## config.mk

```make
export PLATFORM = sky130hd
export DESIGN_NAME = serial_deserializer
export DESIGN_NICKNAME = d
export VERILOG_FILES = /design/src/rtl/serial_deserializer.sv
export SDC_FILE = /design/constraint.sdc
export NUM_CORES = 1
export LEC_CHECK = 0
export ABC_AREA = 1
export CAP_MARGIN = 20
export CORE_MARGIN = 2
export CORE_UTILIZATION = 50
export DETAILED_ROUTE_END_ITERATION = 6
export DONT_BUFFER_PORTS = 1
export GPL_ROUTABILITY_DRIVEN = 0
export PLACE_DENSITY = 0.68
export REMOVE_ABC_BUFFERS = 1
export SLEW_MARGIN = 20
export SYNTH_ARGS = -nofsm -noshare
export SYNTH_HDL_FRONTEND = slang
export SYNTH_SLANG_ARGS = --single-unit
```

## constraint.sdc

```tcl
create_clock -name clk -period 3.7 [get_ports clk]
set_input_delay 0.37 -clock clk [delete_from_list [all_inputs] [get_ports clk]]
set_output_delay 0.37 -clock clk [all_outputs]
set_load 0.005 [all_outputs]
```

## src/rtl/serial_deserializer.sv

```systemverilog
// serial_deserializer
//   Collects an LSB-first serial bit stream into DATA_WIDTH-bit words and
//   presents each finished word on a one-entry valid/ready output register.
//   A word that completes while the output register is still held by the
//   consumer is dropped, and the sticky overrun flag records the drop.
//
// Ports
//   clk         in   rising-edge clock
//   resetn      in   asynchronous active-low reset
//   din         in   serial data bit (LSB first)
//   din_valid   in   din is sampled on this edge
//   sync        in   start-of-word marker; restarts word assembly
//   dout        out  assembled word [DATA_WIDTH-1:0]
//   dout_valid  out  dout holds an unconsumed word
//   dout_ready  in   consumer takes dout this cycle
//   overrun     out  sticky: a completed word was dropped
//   ovr_clr     in   synchronous clear of overrun
//   busy        out  a partial word is being assembled
module serial_deserializer #(
   parameter int DATA_WIDTH = 16
) (
   input  logic                  clk,
   input  logic                  resetn,
   input  logic                  din,
   input  logic                  din_valid,
   input  logic                  sync,
   output logic [DATA_WIDTH-1:0] dout,
   output logic                  dout_valid,
   input  logic                  dout_ready,
   output logic                  overrun,
   input  logic                  ovr_clr,
   output logic                  busy
);

   localparam int              CW       = $clog2(DATA_WIDTH);
   localparam logic [CW-1:0]   LAST_CNT = CW'(DATA_WIDTH - 1);

   // output register states
   localparam logic [0:0] EMPTY = 1'b0;
   localparam logic [0:0] FULL  = 1'b1;

   logic [CW-1:0]         cnt_q,    cnt_d;
   logic [DATA_WIDTH-1:0] sr_q,     sr_d;
   logic [DATA_WIDTH-1:0] dout_q,   dout_d;
   logic [0:0]            ostate_q, ostate_d;
   logic                  ovr_q,    ovr_d;

   logic [DATA_WIDTH-1:0] shifted;
   logic                  word_done;
   logic                  xfer;

   // New bit enters at the MSB; after DATA_WIDTH shifts the first bit sits at [0].
   assign shifted = {din, sr_q[DATA_WIDTH-1:1]};

   // Assembly: count 0 is IDLE, 1..DATA_WIDTH-1 is SHIFT.
   always_comb begin
      cnt_d     = cnt_q;
      sr_d      = sr_q;
      word_done = 1'b0;
      if (sync) begin
         // sync throws away the partial word; a bit sampled with it is bit 0
         if (din_valid) begin
            cnt_d = CW'(1);
            sr_d  = {din, {(DATA_WIDTH-1){1'b0}}};
         end else begin
            cnt_d = '0;
            sr_d  = '0;
         end
      end else if (din_valid) begin
         sr_d = shifted;
         if (cnt_q == LAST_CNT) begin
            cnt_d     = '0;
            word_done = 1'b1;
         end else begin
            cnt_d = cnt_q + CW'(1);
         end
      end
   end

   // Output register: a transfer on the completion edge frees the slot for
   // the new word, so only a completion against a held word is a drop.
   always_comb begin
      xfer     = (ostate_q == FULL) && dout_ready;
      ostate_d = ostate_q;
      dout_d   = dout_q;
      ovr_d    = ovr_q & ~ovr_clr;
      if (word_done) begin
         if ((ostate_q == EMPTY) || xfer) begin
            dout_d   = shifted;
            ostate_d = FULL;
         end else begin
            ovr_d = 1'b1;   // a drop wins over a simultaneous clear
         end
      end else if (xfer) begin
         ostate_d = EMPTY;
      end
   end

   always_ff @(posedge clk or negedge resetn) begin
      if (!resetn) begin
         cnt_q    <= '0;
         sr_q     <= '0;
         dout_q   <= '0;
         ostate_q <= EMPTY;
         ovr_q    <= 1'b0;
      end else begin
         cnt_q    <= cnt_d;
         sr_q     <= sr_d;
         dout_q   <= dout_d;
         ostate_q <= ostate_d;
         ovr_q    <= ovr_d;
      end
   end

   assign dout       = dout_q;
   assign dout_valid = (ostate_q == FULL);
   assign overrun    = ovr_q;
   assign busy       = (cnt_q != '0);

endmodule
```

==> results of run 1 <==
-- final cells by class --
type / count / share of cell area
Timing Repair Buffer: 2 / 0.01865
Clock buffer: 8 / 0.03030
Sequential cell: 37 / 0.5750
Tap cell: 33 / 0.02564
Inverter: 23 / 0.05361
Multi-Input combinational cell: 93 / 0.2968
-- per-stage QoR --
| stage | utilization | area, um^2 | worst slack [ns] | power (mW) |
|---|---|---|---|---|
| 2_1_floorplan | - | 1490 | 2.455 | 0.4372 |
| 3_3_place_gp | 0.5143 | 1531 | 2.307 | 0.4408 |
| 3_5_place_dp | 0.5143 | 1531 | 2.273 | 0.4423 |
| 4_1_cts | 0.5408 | 1610 | 2.200 | 0.6448 |
| 5_1_grt | 0.5408 | 1610 | 2.083 | 0.6681 |
| 6_report | 0.5408 | 1610 | 2.210 | 0.6349 |
-- power by group --
part | internal (mW) | switching [mW]
logic | 0.00957 | 0.0225
registers | 0.409 | 0.00394
clock network | 0.0757 | 0.114
-- worst max-delay path, cell delays in order, from the launching register on --
cell and delay [ns]:
sky130_fd_sc_hd__dfrtp_1 0.41, sky130_fd_sc_hd__inv_1 0.09, sky130_fd_sc_hd__ha_1 0.20, sky130_fd_sc_hd__nand3_1 0.10
-- cell usage in the layout (no fill, tap or decap), drive strengths merged --
master,instances
a21oi,1
buf,1
clkbuf,8
dfrtp,37
dlygate4sd3,1
ha,2
inv,23
nand2,45
nand3,23
nand4,1
nor2,2
o21ai,6
o22ai,13
-- state kept, by name, indices dropped and copies added, names as in the netlist --
signal      count
cnt_q           4
dout_valid      1
dout           16
overrun         1
sr_q           15
-- worst max path at each step --
stage / endpoint / slack [ns] / cells after the start
floorplan: dout[0]$_DFFE_PN0P_ / 2.45 / 6
global placement: dout[1]$_DFFE_PN0P_ / 2.31 / 6
detailed placement: dout[1]$_DFFE_PN0P_ / 2.27 / 6
CTS: busy / 2.20 / 3
global route: dout[1]$_DFFE_PN0P_ / 2.08 / 6
finish: busy / 2.21 / 3
-- layer usage --
layer  wire length [um]  GRT usage  vias up
met5                  0          0        -
met2               1244     0.2683       25
li1                   -          -      521
met4                 38    0.08766        0
met3                112    0.05895        5
met1               1094     0.2129      508
-- cells by family after synthesis --
family	Yosys count
fa+ha+maj	2
flops	37
compound gates	20
simple gates	71
buf+inv	28
==> tab_implementation.tex, run 1 <==
\begin{tabular}{lr}
\hline
Metric & Value \\
\hline
\multicolumn{2}{l}{\textbf{Logic synthesis}} \\
XOR/XNOR Fraction of Synth Area & 0 \\
Post-synthesis async set-or-reset flop share & 1.000 \\
Synth warnings & 0 \\
Cell Area, Synth & 1521 um\^{}2 \\
Multiplexer share of the synthesized area & 0 \\
Area leader, netlist & sky130\_fd\_sc\_hd\_\_dfrtp\_1 \\
Cell with the most instances after synthesis & sky130\_fd\_sc\_hd\_\_nand2\_1 \\
Instance count of the mapped netlist & 158 \\
Synthesized-area fraction occupied by ao, oa, aoi and oai cells & 0.07648 \\
\#FFs+latches synth & 37 \\
Commonest register cell after synthesis & sky130\_fd\_sc\_hd\_\_dfrtp\_1 \\
Sequential fraction of the synthesis area & 0.6086 \\
Synth area leaders & sky130\_fd\_sc\_hd\_\_dfrtp\_1 61\%, sky130\_fd\_sc\_hd\_\_nand2\_1 10\%, sky130\_fd\_sc\_hd\_\_nand3\_1 7.2\% \\
Adder-Cell Fraction of Synth Area & 0.01645 \\
Most numerous cell types in the synthesized netlist & 42 x sky130\_fd\_sc\_hd\_\_nand2\_1, 37 x sky130\_fd\_sc\_hd\_\_dfrtp\_1, 22 x sky130\_fd\_sc\_hd\_\_inv\_1, 22 x sky130\_fd\_sc\_hd\_\_nand3\_1, 13 x sky130\_fd\_sc\_hd\_\_o22ai\_1 \\
Count of distinct cell types in the synthesized netlist & 19 \\
Count of flip-flops with a built-in enable after synthesis & 0 \\
Main combinational cell family by area after synthesis & simple AND/OR/NAND/NOR gates \\
Top cell type's share of synthesized area & 0.6086 \\
Fraction of the mapped netlist area in simple logic gates & 0.2212 \\
Syn Area/Cell & 9.629 um\^{}2 \\
\multicolumn{2}{l}{\textbf{Critical path}} \\
Endpoint arrival time on the critical path & about 1.1 ns \\
Kind of end point of the critical path & output port \\
Top fanout value on the critical path & 4 \\
Worst reg2reg path endpoint & dout[2]\$\_DFFE\_PN0P\_ \\
Setup Crit Path Kind & reg -> out \\
Startpoint type of the worst setup path & flop \\
Register-to-Register Setup Slack & roughly 2.3 ns \\
Number of cells traversed by the worst register-to-register path & 6 \\
Worst R2R Start & cnt\_q[0]\$\_DFFE\_PN0P\_ \\
Required time of the worst setup path & 3.33 ns \\
Critical path launch point & cnt\_q[0]\$\_DFFE\_PN0P\_ \\
\multicolumn{2}{l}{\textbf{Timing}} \\
Worst hold margin & 0.1660 ns \\
Highest clock frequency the design can meet & 671.0 MHz \\
Unrepaired setup endpoints after global routing & no \\
Final Max Tran Viols & 0 \\
Headroom to the max-slew limit & 0.6575 \\
Actual slew at the worst max-slew pin & 0.5125 ns \\
Final critical-path required period & about 1.5 ns \\
Total Neg Setup Slack & 0 ns \\
Count of endpoints failing setup in the final report & 0 \\
Final hold viol count & 0 \\
Tcrit/Tclk final & 0.4028 \\
Worst-case clock skew & 0.004719 ns \\
\multicolumn{2}{l}{\textbf{Finish}} \\
Sequential cell area & between 900 and 1000 um\^{}2 \\
Filler cell count & 270 \\
Final Net Count & 171 \\
Area grow syn2layout & 5.839\% \\
Total inserted antenna cells & 0 \\
Combined area of the multi-input logic cells & between 400 and 500 um\^{}2 \\
Fraction of layout instances using a drive strength above 1 & 0.07362 \\
Number of standard cells in the layout, taps in and fillers out & $\sim$200 \\
\multicolumn{2}{l}{\textbf{Route}} \\
Number of iterations in the first detailed-routing pass & 4 \\
Routed via count divided by cell count & between 5 and 6 \\
Post-detailed-route DRC marker count & 0 \\
Initial drt markers & 39 \\
Total length of routed wires & 2489 um \\
DR vias & 1059 \\
Routed WL per cell & 12.70 um \\
Antenna-violating nets left & 0 \\
\multicolumn{2}{l}{\textbf{Flow run}} \\
Max-capacitance violation count & 0 \\
\multicolumn{2}{l}{\textbf{CTS}} \\
Clock latency of the later-clocked register in the worst-skew pair & 0.32 ns \\
Clock root buffer & sky130\_fd\_sc\_hd\_\_clkbuf\_4 \\
Clock transition at the registers of the reported paths & about 0.090 ns \\
CTS hold repair buffers & 2 \\
Number of clock sinks & 37 \\
TritonCTS clock tree & done \\
Cells resized by post-CTS repair & 0 \\
Number of buffers added for setup after CTS & 0 \\
Num CTS Buffers & 5 \\
H-tree depth reported by CTS & 2 \\
Maximum root-to-sink buffer count & 2 \\
\multicolumn{2}{l}{\textbf{Die}} \\
X dimension of the die & 59.16 um \\
I/O pin count & 26 \\
Number of placement rows & 20 \\
Die Footprint & 3500 um\^{}2 \\
Vertical die dimension & 59.16 um \\
Starting density of the core & 0.5109 \\
Core ar. & between 2000 and 3000 um\^{}2 \\
\multicolumn{2}{l}{\textbf{GRT}} \\
Wire length of the first global-routing pass & roughly 4500 um \\
Aggregate global-route resource usage & 0.1722 \\
Overflow left after global routing & 0 \\
Antenna violations before repair & 0 \\
Pin count of the biggest net entering global routing & 38 \\
Vias in the first global route & a little over 1000 \\
\multicolumn{2}{l}{\textbf{Place}} \\
Dpl cells & 186 \\
Count of port buffers added during placement & 0 \\
Final HPWL DP & 1657 um \\
\multicolumn{2}{l}{\textbf{Hold path}} \\
Hold Path Sink & sr\_q[15]\$\_DFFE\_PN0P\_ \\
Worst hold path startpoint & din\_valid \\
Count of cells along the worst hold path & 2 \\
HP Class & in -> reg \\
\multicolumn{2}{l}{\textbf{Run status}} \\
Result of the run & complete, no violations \\
\multicolumn{2}{l}{\textbf{Power}} \\
Maximum VDD drop & between 150 and 200 uV \\
Power per unit of standard cell area & 394.3 nW/um\^{}2 \\
Standby leakage power & $\sim$0.85 nW \\
\hline
\end{tabular}
No activity file was read; power rests on OpenSTA's default activity.
==> inputs of run 2 (changes only) <==
- ABC_AREA: 1 -> 0
- clock period: 3.7 -> 1.44 ns (I/O delays scaled with it)
==> run 2 against run 1 <==
Compared with the run above: the flow now finishes with violations (negative setup slack); worst hold slack got worse by 0.15 ns; sequential share of layout area shrank 6.4 points; clock power grew to 2.8 times the previous value; power rose to 2.8 times the previous value; register-to-register slack got worse by 2.4 ns; clock skew rose by 0.0084 ns; first-iteration DRC count is 67% lower; global-route usage rose by 1.0 points; cell area up 13%; sequential power grew to 2.6 times the previous value; critical path depth up 2; critical endpoint is now dout[7]$_DFFE_PN0P_; highest routed layer unchanged.
==> tab_implementation.tex, run 2 <==
\begin{tabular}{lr}
\hline
Metric & Value \\
\hline
\multicolumn{2}{l}{\textbf{Critical path}} \\
Top fanout value on the critical path & 8 \\
Highest cell delay on the worst timing path & 0.37 ns \\
Worst R2R Start & cnt\_q[1]\$\_DFFE\_PN0P\_ \\
Slowest stage cell, crit path & sky130\_fd\_sc\_hd\_\_dfrtp\_1 \\
Number of cells traversed by the worst register-to-register path & 5 \\
Startpoint type of the worst setup path & flop \\
Endpoint arrival time on the critical path & 1.81 ns \\
Kind of end point of the critical path & flop \\
Required time of the worst setup path & 1.68 ns \\
Largest delay share family, worst path & flip-flops \\
Setup Crit Path Kind & reg -> reg \\
Register-to-Register Setup Slack & -0.14 ns \\
Cell-by-cell listing of the critical path & ha\_2 -> nand2\_2 -> nor4b\_4 -> buf\_6 -> mux2\_2 \\
WP buf/inv & 1 \\
Worst reg2reg path endpoint & dout[7]\$\_DFFE\_PN0P\_ \\
\multicolumn{2}{l}{\textbf{Hold path}} \\
Count of cells along the worst hold path & 3 \\
Hold Path Sink & cnt\_q[2]\$\_DFFE\_PN0P\_ \\
HP Class & in -> reg \\
Worst hold path startpoint & din\_valid \\
\multicolumn{2}{l}{\textbf{Die}} \\
Die Footprint & about 3600 um\^{}2 \\
Number of placement rows & 20 \\
Starting density of the core & 0.5158 \\
Core ar. & 3003 um\^{}2 \\
X dimension of the die & 59.66 um \\
Vertical die dimension & 59.66 um \\
I/O pin count & 26 \\
\multicolumn{2}{l}{\textbf{Timing}} \\
Total Neg Setup Slack & -1.634 ns \\
Headroom to the max-slew limit & 0.3201 \\
Final hold viol count & 0 \\
Final critical-path required period & 1.576 ns \\
Actual slew at the worst max-slew pin & 1.020 ns \\
Count of endpoints failing setup in the final report & 16 \\
PnR worst setup slack & -0.1359 ns \\
Worst hold margin & 0.01504 ns \\
Tcrit/Tclk final & 1.094 \\
Final Max Tran Viols & 0 \\
Unrepaired setup endpoints after global routing & yes \\
Worst-case clock skew & 0.01308 ns \\
Highest clock frequency the design can meet & 634.6 MHz \\
\multicolumn{2}{l}{\textbf{Logic synthesis}} \\
Area leader, netlist & sky130\_fd\_sc\_hd\_\_dfrtp\_1 \\
Most numerous cell types in the synthesized netlist & 37 x sky130\_fd\_sc\_hd\_\_dfrtp\_1, 18 x sky130\_fd\_sc\_hd\_\_nor2\_1, 15 x sky130\_fd\_sc\_hd\_\_mux2i\_1 \\
Cell with the most instances after synthesis & sky130\_fd\_sc\_hd\_\_dfrtp\_1 \\
Instance count of the mapped netlist & 113 \\
Sequential fraction of the synthesis area & 0.5977 \\
Synth warnings & 0 \\
Syn Area/Cell & $\sim$14 um\^{}2 \\
\#FFs+latches synth & 37 \\
Count of distinct cell types in the synthesized netlist & 22 \\
Cell Area, Synth & 1549 um\^{}2 \\
Commonest register cell after synthesis & sky130\_fd\_sc\_hd\_\_dfrtp\_1 \\
Top cell type's share of synthesized area & 0.5977 \\
Post-synthesis async set-or-reset flop share & 1.000 \\
Count of flip-flops with a built-in enable after synthesis & 0 \\
Synth area leaders & sky130\_fd\_sc\_hd\_\_dfrtp\_1 60\%, sky130\_fd\_sc\_hd\_\_mux2\_4 9.7\%, sky130\_fd\_sc\_hd\_\_mux2i\_1 9.7\% \\
\multicolumn{2}{l}{\textbf{Route}} \\
DR vias & 869 \\
Routed WL per cell & 17.01 um \\
Routed via count divided by cell count & 5.204 \\
Total length of routed wires & 2841 um \\
Initial drt markers & 13 \\
Antenna-violating nets left & 0 \\
Number of iterations in the first detailed-routing pass & 3 \\
Post-detailed-route DRC marker count & 0 \\
\multicolumn{2}{l}{\textbf{Place}} \\
Total placed instance area & $\sim$1600 um\^{}2 \\
Count of port buffers added during placement & 0 \\
Worst slack at placement & -0.1363 ns \\
Final HPWL DP & 1671 um \\
\multicolumn{2}{l}{\textbf{Finish}} \\
Most frequent standard cell in the layout excluding fill and tap cells & sky130\_fd\_sc\_hd\_\_dfrtp\_1 \\
Filler cell count & 251 \\
Number of flip-flops under the largest register name & 16 \\
Final instance area & between 1500 and 2000 um\^{}2 \\
Commonest non-fill, non-tap cells in the layout & 37 x sky130\_fd\_sc\_hd\_\_dfrtp\_1, 18 x sky130\_fd\_sc\_hd\_\_nor2\_1, 15 x sky130\_fd\_sc\_hd\_\_mux2\_4, 15 x sky130\_fd\_sc\_hd\_\_mux2i\_1, 8 x sky130\_fd\_sc\_hd\_\_buf\_4 \\
Fraction of layout instances using a drive strength above 1 & 0.2910 \\
Total inserted antenna cells & 0 \\
Final Net Count & 142 \\
Area grow syn2layout & 16.96\% \\
\multicolumn{2}{l}{\textbf{Run status}} \\
Violated checks & negative setup slack \\
Result of the run & complete, but fails checks \\
\multicolumn{2}{l}{\textbf{GRT}} \\
Wire length of the first global-routing pass & about 4600 um \\
Vias in the first global route & just over 900 \\
Antenna violations before repair & 0 \\
Pin count of the biggest net entering global routing & 38 \\
Aggregate global-route resource usage & 0.1824 \\
Overflow left after global routing & 0 \\
\multicolumn{2}{l}{\textbf{Power}} \\
Portion of total power attributed to sequential cells & 0.608 \\
Power per unit of standard cell area & 964.9 nW/um\^{}2 \\
Internal cell power & approximately 1.3 mW \\
Power Total & 1.748 mW \\
Switching Fraction & 0.2516 \\
Maximum VDD drop & around 670 uV \\
Part of the total power dissipated in the clock network & 0.305 \\
Combinational cell fraction of total power & 0.087 \\
Standby leakage power & 0.9187 nW \\
NetSw & between 400 and 500 uW \\
\multicolumn{2}{l}{\textbf{CTS}} \\
TritonCTS clock tree & done \\
Maximum root-to-sink buffer count & 2 \\
Num CTS Buffers & 5 \\
Clock root buffer & sky130\_fd\_sc\_hd\_\_clkbuf\_4 \\
H-tree depth reported by CTS & 2 \\
Clock transition at the registers of the reported paths & $\sim$0.12 ns \\
Clock latency of the later-clocked register in the worst-skew pair & 0.35 ns \\
Number of clock sinks & 37 \\
\multicolumn{2}{l}{\textbf{Flow run}} \\
Max-capacitance violation count & 0 \\
\hline
\end{tabular}
-- run 2: changes by cell type after synthesis, sizes merged, moves of 15 or more --
cell and change:
nand2 -40, nand3 -23, inv -20, mux2 +16
nor2 +16, mux2i +15
-- run 2: power by group through the flow --
| stage | Combinational, mW | Clock [mW] | Sequential (mW) |
|---|---|---|---|
| final | 0.152 | 0.534 | 1.06 |
| after global routing | 0.170 | 0.599 | 1.06 |
| after CTS | 0.148 | 0.560 | 1.06 |
| after detailed placement | 0.0787 | 0 | 1.08 |
| after global placement | 0.0758 | 0 | 1.08 |
| after floorplan | 0.0479 | 0 | 1.08 |
-- run 2: kinds of logic (layout without fill, tap and decap cells) --
logic type | Yosys count | after routing | share of synthesized area
compound gates | 5 | 5 | 0.01939
simple gates | 28 | 28 | 0.08966
buf+inv | 8 | 29 | 0.02827
fa+ha+maj | 2 | 2 | 0.01615
mux | 31 | 31 | 0.2375
xor+xnor | 2 | 2 | 0.01131
flops | 37 | 37 | 0.5977
-- run 2: layout make-up --
class | instances | area, um^2 | share of cell area
multi-input combinational | 68 | 603.1 | 0.3329
clock inverter | 3 | 17.52 | 0.009668
timing repair buffer | 18 | 175.2 | 0.09668
clock buffer | 5 | 37.54 | 0.02072
tap | 33 | 41.29 | 0.02279
inverter | 3 | 11.26 | 0.006215
sequential | 37 | 925.9 | 0.5110
-- run 2: metal layers --
metal | share of wire | GRT usage | vias up
met1 | 0.48 | 0.2479 | 427
met2 | 0.46 | 0.2655 | 16
met5 | 0 | 0 | -
met4 | 0.014 | 0.06667 | 0
li1 | - | - | 421
met3 | 0.049 | 0.07143 | 5
-- run 2: worst max path at each step --
stage                         start                  end  slack, ns  cells after the start
2_1_floorplan  cnt_q[0]$_DFFE_PN0P_  dout[3]$_DFFE_PN0P_      -0.56                      4
5_1_grt        cnt_q[0]$_DFFE_PN0P_  dout[7]$_DFFE_PN0P_      -0.20                      5
3_3_place_gp   cnt_q[1]$_DFFE_PN0P_  dout[7]$_DFFE_PN0P_      -0.08                      5
3_5_place_dp   cnt_q[0]$_DFFE_PN0P_  dout[8]$_DFFE_PN0P_      -0.14                      5
6_report       cnt_q[1]$_DFFE_PN0P_  dout[7]$_DFFE_PN0P_      -0.14                      5
4_1_cts        cnt_q[1]$_DFFE_PN0P_  dout[7]$_DFFE_PN0P_      -0.14                      5
-- run 2: per-stage QoR --
stage            util  instances
5_1_grt        0.6033        167
4_1_cts        0.5988        166
6_report       0.6033        167
2_1_floorplan       -        108
3_5_place_dp   0.5388        149
3_3_place_gp   0.5388        149
-- run 2: repair_timing --
item | 4_1_cts | 5_1_grt
gates resized for setup | 8 | 2
hold buffers | 8 | 0
endpoints found under the hold margin | 59 | 0
setup buffers | 1 | 1
endpoints found under the setup margin | 16 | 31
-- run 2: worst min-delay path: stages --
cell and delay [ns]:
sky130_fd_sc_hd__nand2_1 0.05, sky130_fd_sc_hd__xor2_1 0.06, sky130_fd_sc_hd__nor2_1 0.07
==> inputs of run 3 (changes only) <==
- PLACE_DENSITY: 0.68 -> 0.72
- clock period: 1.44 -> 1.4 ns (I/O delays scaled with it)
==> run 3 against run 2 <==
Compared with the run above: the flow still finishes with violations (negative setup slack); clock power rose by 44%; clock-buffer cell count rose by 2; non-clock buffer count fell by 2; clock skew fell by 0.0051 ns.
==> tab_implementation.tex, run 3 (synthesis gave the netlist of run 2 again) <==
\begin{tabular}{lr}
\hline
Metric & Value \\
\hline
\multicolumn{2}{l}{\textbf{Critical path}} \\
Top fanout value on the critical path & 16 \\
Setup Crit Path Kind & reg -> reg \\
Endpoint arrival time on the critical path & 1.81 ns \\
Required time of the worst setup path & 1.64 ns \\
Number of cells traversed by the worst register-to-register path & 5 \\
Register-to-Register Setup Slack & -0.17 ns \\
Kind of end point of the critical path & flop \\
Startpoint type of the worst setup path & flop \\
\multicolumn{2}{l}{\textbf{Route}} \\
Routed via count divided by cell count & approximately 5.4 \\
Routed WL per cell & 15.54 um \\
Post-detailed-route DRC marker count & 0 \\
Initial drt markers & 25 \\
DR vias & 891 \\
Antenna-violating nets left & 0 \\
Number of iterations in the first detailed-routing pass & 4 \\
Total length of routed wires & 2564 um \\
\multicolumn{2}{l}{\textbf{Power}} \\
Power Total & 2.019 mW \\
Maximum VDD drop & 1083 uV \\
Standby leakage power & 0.9225 nW \\
Power per unit of standard cell area & 1099 nW/um\^{}2 \\
\multicolumn{2}{l}{\textbf{Finish}} \\
Commonest non-fill, non-tap cells in the layout & 37 x sky130\_fd\_sc\_hd\_\_dfrtp\_1, 18 x sky130\_fd\_sc\_hd\_\_nor2\_1, 15 x sky130\_fd\_sc\_hd\_\_mux2i\_1 \\
Total inserted antenna cells & 0 \\
Filler cell count & 246 \\
Area grow syn2layout & 18.66\% \\
Most frequent standard cell in the layout excluding fill and tap cells & sky130\_fd\_sc\_hd\_\_dfrtp\_1 \\
Sequential cell area & 925.9 um\^{}2 \\
Final Net Count & 140 \\
Fraction of layout instances using a drive strength above 1 & 0.2955 \\
Number of flip-flops under the largest register name & 16 \\
Final instance area & $\sim$1800 um\^{}2 \\
Combined area of the multi-input logic cells & 606.8 um\^{}2 \\
\multicolumn{2}{l}{\textbf{CTS}} \\
Clock latency of the later-clocked register in the worst-skew pair & 0.34 ns \\
Clock transition at the registers of the reported paths & 0.11 ns \\
Num CTS Buffers & 5 \\
H-tree depth reported by CTS & 2 \\
Number of clock sinks & 37 \\
TritonCTS clock tree & done \\
Maximum root-to-sink buffer count & 2 \\
Clock root buffer & sky130\_fd\_sc\_hd\_\_clkbuf\_4 \\
\multicolumn{2}{l}{\textbf{Timing}} \\
Headroom to the max-slew limit & 0.3354 \\
Final critical-path required period & 1.570 ns \\
Tcrit/Tclk final & 1.121 \\
Actual slew at the worst max-slew pin & 0.9969 ns \\
Final Max Tran Viols & 0 \\
PnR worst setup slack & -0.1699 ns \\
Highest clock frequency the design can meet & 637.0 MHz \\
Worst-case clock skew & 0.007998 ns \\
Count of endpoints failing setup in the final report & 16 \\
Total Neg Setup Slack & -2.196 ns \\
Unrepaired setup endpoints after global routing & yes \\
Final hold viol count & 0 \\
\multicolumn{2}{l}{\textbf{Place}} \\
Total placed instance area & 1630 um\^{}2 \\
Count of port buffers added during placement & 0 \\
Final HPWL DP & 1586 um \\
Worst slack at placement & -0.1646 ns \\
\multicolumn{2}{l}{\textbf{GRT}} \\
Pin count of the biggest net entering global routing & 38 \\
Antenna violations before repair & 0 \\
Aggregate global-route resource usage & 0.1668 \\
Overflow left after global routing & 0 \\
Wire length of the first global-routing pass & 4188 um \\
Vias in the first global route & approximately 910 \\
\multicolumn{2}{l}{\textbf{Die}} \\
Starting density of the core & 0.5158 \\
Vertical die dimension & 59.66 um \\
I/O pin count & 26 \\
Die Footprint & 3559 um\^{}2 \\
X dimension of the die & 59.66 um \\
Number of placement rows & 20 \\
Core ar. & 3003 um\^{}2 \\
\multicolumn{2}{l}{\textbf{Run status}} \\
Violated checks & negative setup slack \\
Result of the run & complete, but fails checks \\
\multicolumn{2}{l}{\textbf{Flow run}} \\
Max-capacitance violation count & 0 \\
\multicolumn{2}{l}{\textbf{Hold path}} \\
HP Class & in -> reg \\
Count of cells along the worst hold path & 3 \\
\hline
\end{tabular}
run 3: cell types whose count changed in the layout (fill, tap and decap cells not counted), sizes merged:
cell,before,now
buf,11,9
clkbuf,5,7
bufinv,0,1
clkinvlp,1,0
clkinv,2,0
run 3: worst paths after layout:
path | startpoint | end
min in group asynchronous | resetn | dout_valid$_DFFE_PN0P_
worst min register to register | sr_q[1]$_DFFE_PN0P_ | dout[0]$_DFFE_PN0P_
worst max-delay path | cnt_q[1]$_DFFE_PN0P_ | dout[5]$_DFFE_PN0P_
max in group asynchronous | resetn | dout[4]$_DFFE_PN0P_
worst min-delay path | dout_ready | dout_valid$_DFFE_PN0P_
worst max register to register | cnt_q[1]$_DFFE_PN0P_ | dout[5]$_DFFE_PN0P_
run 3: critical path: stages, from the launching register on:
cell and delay [ns]:
sky130_fd_sc_hd__dfrtp_1 0.37, sky130_fd_sc_hd__ha_2 0.19, sky130_fd_sc_hd__nand2_2 0.07, sky130_fd_sc_hd__nor4b_4 0.26, sky130_fd_sc_hd__buf_12 0.21, sky130_fd_sc_hd__mux2_2 0.35
run 3: area by class of cell:
| cell class | count | area share |
|---|---|---|
| Multi-Input combinational cell | 68 | 0.3302 |
| Timing Repair Buffer | 16 | 0.08986 |
| Inverter | 3 | 0.007488 |
| Tap cell | 33 | 0.02246 |
| Clock inverter | 1 | 0.01634 |
| Sequential cell | 37 | 0.5037 |
| Clock buffer | 7 | 0.02995 |
run 3: repair_timing:
action / CTS / global route
hold buffers: 6 / 2
setup buffers: 0 / 1
setup endpoints to repair: 16 / 33
pin swaps: 0 / 0
endpoints found under the hold margin: 59 / 1
gates cloned: 0 / 0
resized for setup: 3 / 7
run 3: report_power, final:
group          internal (mW)  switching (mW)  leakage [nW]
clock network          0.426           0.342        0.0455
logic                 0.0741          0.0839         0.365
registers               1.08          0.0102         0.512
total                   1.58           0.436         0.923
run 3: per-stage QoR:
stage,cells,hold WS (ns),utilization
floorplan,108,-0.1556,-
global placement,149,-0.1543,0.5429
detailed placement,149,-0.1545,0.5429
CTS,163,0.0008101,0.5975
global route,165,0.08633,0.6121
finish,165,0.07066,0.6121
run 3: metal layers:
layer / wire length, um / vias to the layer above / track usage
met5: 0 / - / 0
met2: 1218 / 24 / 0.2407
li1: - / 418 / -
met4: 64 / 0 / 0.1048
met1: 1100 / 442 / 0.2124
met3: 180 / 7 / 0.06061
